<file path="config.mk">
export PLATFORM = sky130hd
export DESIGN_NAME = booth_final_stage
export DESIGN_NICKNAME = d
export VERILOG_FILES = /design/src/rtl/booth_final_stage.sv
export SDC_FILE = /design/constraint.sdc
export NUM_CORES = 1
export LEC_CHECK = 0
export CAP_MARGIN = 20
export CORE_ASPECT_RATIO = 1.1
export CORE_MARGIN = 3
export CORE_UTILIZATION = 40
export DETAILED_ROUTE_END_ITERATION = 10
export PLACE_DENSITY = 0.78
export SYNTH_ARGS = -nofsm -noshare
export SYNTH_HDL_FRONTEND = slang
export SYNTH_SLANG_ARGS = --single-unit
</file>
<file path="constraint.sdc">
create_clock -name clk -period 3.8 [get_ports clk]
set_clock_uncertainty 0.05 [all_clocks]
set_input_delay 0.76 -clock clk [delete_from_list [all_inputs] [get_ports clk]]
set_output_delay 0.76 -clock clk [all_outputs]
set_load 0.02 [all_outputs]
</file>
<file path="src/rtl/booth_final_stage.sv">
`default_nettype none
// ============================================================================
// Module      : booth_final_stage
// Description : Second-level 3:2 compression and final carry-propagate add
//               for the 16x16 radix-4 Booth multiplier. Six aligned
//               sum/carry rows are reduced to two, registered, then added
//               to form the 32-bit product. Two-stage valid/ready pipeline.
// Revision    : 1.0 - initial release
// ============================================================================
module booth_final_stage (
    input  logic        clk,
    input  logic        rst,
    input  logic        in_valid,
    output logic        in_ready,
    input  logic [21:0] s0,
    input  logic [19:0] c0,
    input  logic [21:0] s1,
    input  logic [19:0] c1,
    input  logic [19:0] s2,
    input  logic [17:0] c2,
    output logic        out_valid,
    input  logic        out_ready,
    output logic [31:0] product
);

    // Rows zero-extended and placed at their binary weight.
    logic [31:0] w_row_s0;
    logic [31:0] w_row_c0;
    logic [31:0] w_row_s1;
    logic [31:0] w_row_c1;
    logic [31:0] w_row_s2;
    logic [31:0] w_row_c2;

    assign w_row_s0 = {10'b0, s0};
    assign w_row_c0 = {9'b0, c0, 3'b0};
    assign w_row_s1 = {4'b0, s1, 6'b0};
    assign w_row_c1 = {3'b0, c1, 9'b0};
    assign w_row_s2 = {s2, 12'b0};
    // c2 MSB lands on bit 32 and falls off the product.
    assign w_row_c2 = {c2[16:0], 15'b0};

    // Level A: two independent 3:2 counters.
    logic [31:0] w_sum_a0, w_maj_a0, w_car_a0;
    logic [31:0] w_sum_a1, w_maj_a1, w_car_a1;

    assign w_sum_a0 = w_row_s0 ^ w_row_c0 ^ w_row_s1;
    assign w_maj_a0 = (w_row_s0 & w_row_c0) | (w_row_s0 & w_row_s1) | (w_row_c0 & w_row_s1);
    assign w_car_a0 = {w_maj_a0[30:0], 1'b0};

    assign w_sum_a1 = w_row_c1 ^ w_row_s2 ^ w_row_c2;
    assign w_maj_a1 = (w_row_c1 & w_row_s2) | (w_row_c1 & w_row_c2) | (w_row_s2 & w_row_c2);
    assign w_car_a1 = {w_maj_a1[30:0], 1'b0};

    // Level B: compress three of the four level-A rows.
    logic [31:0] w_sum_b, w_maj_b, w_car_b;

    assign w_sum_b = w_sum_a0 ^ w_car_a0 ^ w_sum_a1;
    assign w_maj_b = (w_sum_a0 & w_car_a0) | (w_sum_a0 & w_sum_a1) | (w_car_a0 & w_sum_a1);
    assign w_car_b = {w_maj_b[30:0], 1'b0};

    // Level C: fold the leftover level-A carry into the level-B pair.
    logic [31:0] w_sum_c, w_maj_c, w_car_c;

    assign w_sum_c = w_sum_b ^ w_car_b ^ w_car_a1;
    assign w_maj_c = (w_sum_b & w_car_b) | (w_sum_b & w_car_a1) | (w_car_b & w_car_a1);
    assign w_car_c = {w_maj_c[30:0], 1'b0};

    // Bits that carry past weight 2^31 are discarded by the mod-2^32 product.
    logic [4:0] w_unused_msbs;
    assign w_unused_msbs = {c2[17], w_maj_a0[31], w_maj_a1[31], w_maj_b[31], w_maj_c[31]};

    // Pipeline registers and handshake.
    logic        r_v1;
    logic        r_v2;
    logic [31:0] r_sum;
    logic [31:0] r_carry;
    logic [31:0] r_product;
    logic        w_load1;
    logic        w_load2;

    // Stage 2 advances when empty or drained this cycle; stage 1 when empty
    // or when stage 2 takes its item. No skid buffer, so in_ready follows
    // out_ready combinationally when the pipe is full.
    assign w_load2   = !r_v2 || out_ready;
    assign w_load1   = !r_v1 || w_load2;
    assign in_ready  = w_load1;
    assign out_valid = r_v2;
    assign product   = r_product;

    // Stage 1: capture the compressed sum/carry pair on an input transfer.
    always_ff @(posedge clk) begin
        if (rst) begin
            r_v1    <= 1'b0;
            r_sum   <= 32'd0;
            r_carry <= 32'd0;
        end else if (w_load1) begin
            r_v1 <= in_valid;
            if (in_valid) begin
                r_sum   <= w_sum_c;
                r_carry <= w_car_c;
            end
        end
    end

    // Stage 2: carry-propagate add; product holds while the consumer stalls.
    always_ff @(posedge clk) begin
        if (rst) begin
            r_v2      <= 1'b0;
            r_product <= 32'd0;
        end else if (w_load2) begin
            r_v2 <= r_v1;
            if (r_v1) begin
                r_product <= r_sum + r_carry;
            end
        end
    end

endmodule
`default_nettype wire

</file>
# After elaboration in Yosys (flattened, before gate mapping)
# Cells that the tools add are included.
word_totals:
  out_inout_bits: 34
  inputBits: 126
  reg_bits: 97
  elab_cells: 40
op_classes:
  n_reduce_logical: 6
  addsub: 1
  n_bitwise: 28
op_table:
  columns: ["op", "count"]
  rows:
  - ["$or 31x31->31", 5]
  - ["$and 31x31->31", 4]
  - ["$xor 32x32->32", 3]
  - ["$and 29x31->31", 3]
  - ["$xor 29x32->32", 2]
  - ["$add 32x32->32", 1]
  - ["$and 28x31->31", 1]
  - ["$or 29x31->31", 1]
  - ["$and 28x29->29", 1]
  - ["$xor 28x29->29", 1]
  - ["$and 22x28->28", 1]
  - ["$and 23x28->28", 1]
  - ["$or 23x28->28", 1]
  - ["$or 28x28->28", 1]
  - ["$xor 23x28->28", 1]
  - ["$and 22x23->23", 1]
  - ["$xor 22x23->23", 1]
  - ["$reduce_and 2->1", 2]
  - ["$logic_not 1->1", 2]
  - ["$logic_or 1x1->1", 2]

# Logic depth before layout (Yosys ltp)
depth:
  depth_word: 9
  ltp_mapped: 10

# Worst setup path after synthesis
# OpenSTA, ideal clock, no wires.
synth_timing:
  path_type: "input-to-reg"
  start: "input s0[13]"
  end: "register r_sum[13]"
  setup_time_ns: 0.070
  arrival_time_ns: 2.536
  stages: 7
  n_path_buf: 0
  path_slack_ns: 1.144
  path_cell_list: "inv_1 fa_1 inv_1 fa_1 fa_1 nand2_1 a21oi_1"
synth_between:
  elab_chain_len: 6
synth_lines:
  columns: ["element", "line_no", "rtl"]
  rows:
  - ["start: declaration", "15", "input logic [21:0] s0,"]
  - ["$xor 22x23->23", "46", "assign w_sum_a0 = w_row_s0 ^ w_row_c0 ^ w_row_s1;"]
  - ["$xor 23x28->28", "46", null]
  - ["$xor 28x29->29", "57", "assign w_sum_b = w_sum_a0 ^ w_car_a0 ^ w_sum_a1;"]
  - ["$xor 29x32->32", "57", null]
  - ["$xor 32x32->32 (2 in series)", "64", "assign w_sum_c = w_sum_b ^ w_car_b ^ w_car_a1;"]
  - ["via w_sum_c[13]", "62", "logic [31:0] w_sum_c, w_maj_c, w_car_c;"]
  - ["end signal: assignment", "99", "r_sum <= w_sum_c;"]
  - ["end: declaration", "75", "logic [31:0] r_sum;"]
# The timed path passes the listed nets, and every way through them passes these cells.
# A chain may end at the register's enable or synchronous reset.

# Worst setup path after layout
layout_timing:
  start: "input out_ready"
  end: "output in_ready"
layout_between:
  elab_chain_len: 2
layout_lines:
  columns: ["element", "line_no", "rtl"]
  rows:
  - ["start: declaration", "22", "input logic out_ready,"]
  - ["$logic_or 1x1->1", "84", "assign w_load2 = !r_v2 || out_ready;"]
  - ["$logic_or 1x1->1", "85", "assign w_load1 = !r_v1 || w_load2;"]
  - ["end: declaration", "14", "output logic in_ready,"]
# No other way between the ends.

==> flow_summary.ini <==
[status]
status = complete, no violations

[power]
power_frac_seq = 0.365
p_switching_mw = 0.977
ir_drop_uv = 199
p_leak_nw = 3.37
p_comb_frac = 0.340
power_frac_clock = 0.295
intPower_mw = 2.11
swShare = 0.316
finalPower_mw = 3.09
power_density_mw_per_mm2 = 373

[synthesis]
synth_top_area_frac = 0.292
synth_area_leaders = dfxtp_1 29%, fa_1 20%, nand2_1 11%
ys_ff_latch = 92
synth_commonest_cells = 179 x nand2_1, 102 x a21oi_1, 92 x dfxtp_1, 62 x fa_1, 53 x ha_1
yosysMostFrequentCell = nand2_1
synth-edff-count = 0
avgSynthCellArea_sq_um = 8.87
synth.distinct_cells = 56
async_flop_share = 0
synth_fp_nets = 953
yosysWarnings = 0
synth_area_sq_mm = 0.00632
synthFlopType = dfxtp_1
synth_seq_area_share = 0.292
netlist_instances = 712
yosys.area.top_type = dfxtp_1

[floorplanning]
dieArea_sq_mm = 0.0173
die_y_um = 138
core_sq_mm = 0.0152
initial_core_util = 0.415
ios = 160
dieWidth_um = 126
rows = 47

[sta]
maxSlewHeadroom = 0.533
slew_viol_final = 0
grt_setup_unrepaired = false
setup_viol = 0
timing.fmax_mhz = 337
finalHoldViolCount = 0
finalSetupTns_ps = 0
period_minus_slack_ps = 2970
worst_pin_slew_ps = 701
period_share = 0.781

[setup_path]
path_class = in -> out
end_kind = output port
start_kind = input port
critPathMaxFanout = 5
cp.required_ps = 2990
critPathArrivalTime_ps = 2160

[grt]
grt_pass1_vias = 5408
globalRouteOverflowTotal = 0
grt_first_pass_wirelength_um = 24900
grt_max_degree = 55
grtUsageTotal = 0.174
grt_antenna_before_repair = 0

[run]
cap_viol_max_count = 0

[drt]
wirelength_um = 14400
wl_per_cell_um = 13.7
via_per_inst = 5.05
drtPass1Iterations = 4
drt-initial-drc-count = 321
vias = 5311
route.detailed.drc = 0
ant_nets = 0

[clocking]
cts_made_buffers = 9
cts_setup_buffers = 0
cts_tree = done
cts_buffer_depth = 2
insertion_delay_ps = 340
ctsResizeCount = 0
clk_pin_slew_worst_paths_ps = 60
cts_hold_buffers = 0
cts_root_buf = clkbuf_16
cts-htree-levels = 3
clkSinkCount = 92

[layout]
n_antenna_cell = 0
area_growth_pct = 31.1
nNetsFinal = 1092
layout-drive-gt1-share = 0.0467

[min_path]
timing.hold.worst.class = reg -> reg

[placed_design]
io_buffer_count = 158
dpl.hpwl_um = 11400
gp_congestion = 0.902
## placed cells by master, fill, tap and decap left out, drive strengths merged, types with 6 or more instances in the layout
master / count
ha: 53
a21oi: 105
fa: 62
dfxtp: 92
buf: 8
inv: 36
xnor2: 9
xor2: 12
nand2: 179
o211ai: 6
nand4: 8
a21o: 6
nor2: 15
nand3: 13
clkbuf: 15
o21ai: 26
clkdlybuf4s50: 157
## cell families after synthesis
logic type,Yosys count,share of synthesized area
buffers and inverters,73,0.0571
XOR/XNOR,21,0.0291
multiplexers,1,0.00158
adder cells (fa/ha/maj),115,0.302
AND/OR/NAND/NOR,242,0.163
AO/OA/AOI/OAI,168,0.156
flip-flops,92,0.292
## metrics by stage
step	setup slack [ps]	hold slack (ps)	instance area, sq um	instances	util
2_1_floorplan	1140	382	6320	712	-
6_report	832	394	8280	1052	0.544
3_5_place_dp	539	390	7980	1036	0.524
5_1_grt	715	419	8280	1052	0.544
4_1_cts	823	398	8280	1052	0.544
3_3_place_gp	555	384	7980	1036	0.524
## flip-flops by register name, indices dropped and copies added, names as in the netlist
| name | count |
|---|---|
| out_valid | 1 |
| r_carry | 26 |
| r_sum | 32 |
| product | 32 |
| r_v1 | 1 |
## path summary, 6_finish.rpt
| path | start | cells past startpoint | end | slack (ps) |
|---|---|---|---|---|
| setup reg to reg | r_carry[6] | 10 | product[22] | 1300 |
| hold / removal | product[29] | 2 | product[29] | 390 |
| setup / recovery | out_ready | 4 | in_ready | 830 |
| hold reg to reg | product[29] | 2 | product[29] | 390 |
## routing by layer
metal | GRT usage | part of all wire
met1 | 0.216 | 0.42
met2 | 0.309 | 0.51
met3 | 0.0310 | 0.054
met4 | 0.0560 | 0.015
met5 | 0 | 0
## worst max-delay path: stages
cell and delay [ps]:
clkdlybuf4s50_1 400, nor2b_1 290, nand2_1 150, clkdlybuf4s50_1 560
## final cells by class
type | count | area, sq um
Fill cell | 1391 | 6950
Clock buffer | 15 | 268
Clock inverter | 1 | 30.0
Sequential cell | 92 | 1840
Multi-Input combinational cell | 547 | 4120
Inverter | 36 | 135
Timing Repair Buffer | 165 | 1640
Tap cell | 196 | 245
## power groups by stage
stage	Sequential, mW	Clock [mW]	Combinational [mW]
after global routing	1.14	0.974	1.22
after floorplan	1.16	0	0.719
final	1.13	0.911	1.05
after global placement	1.14	0	1.05
after CTS	1.13	0.930	1.07
after detailed placement	1.15	0	1.07
Power figures use the tool's default switching activity.
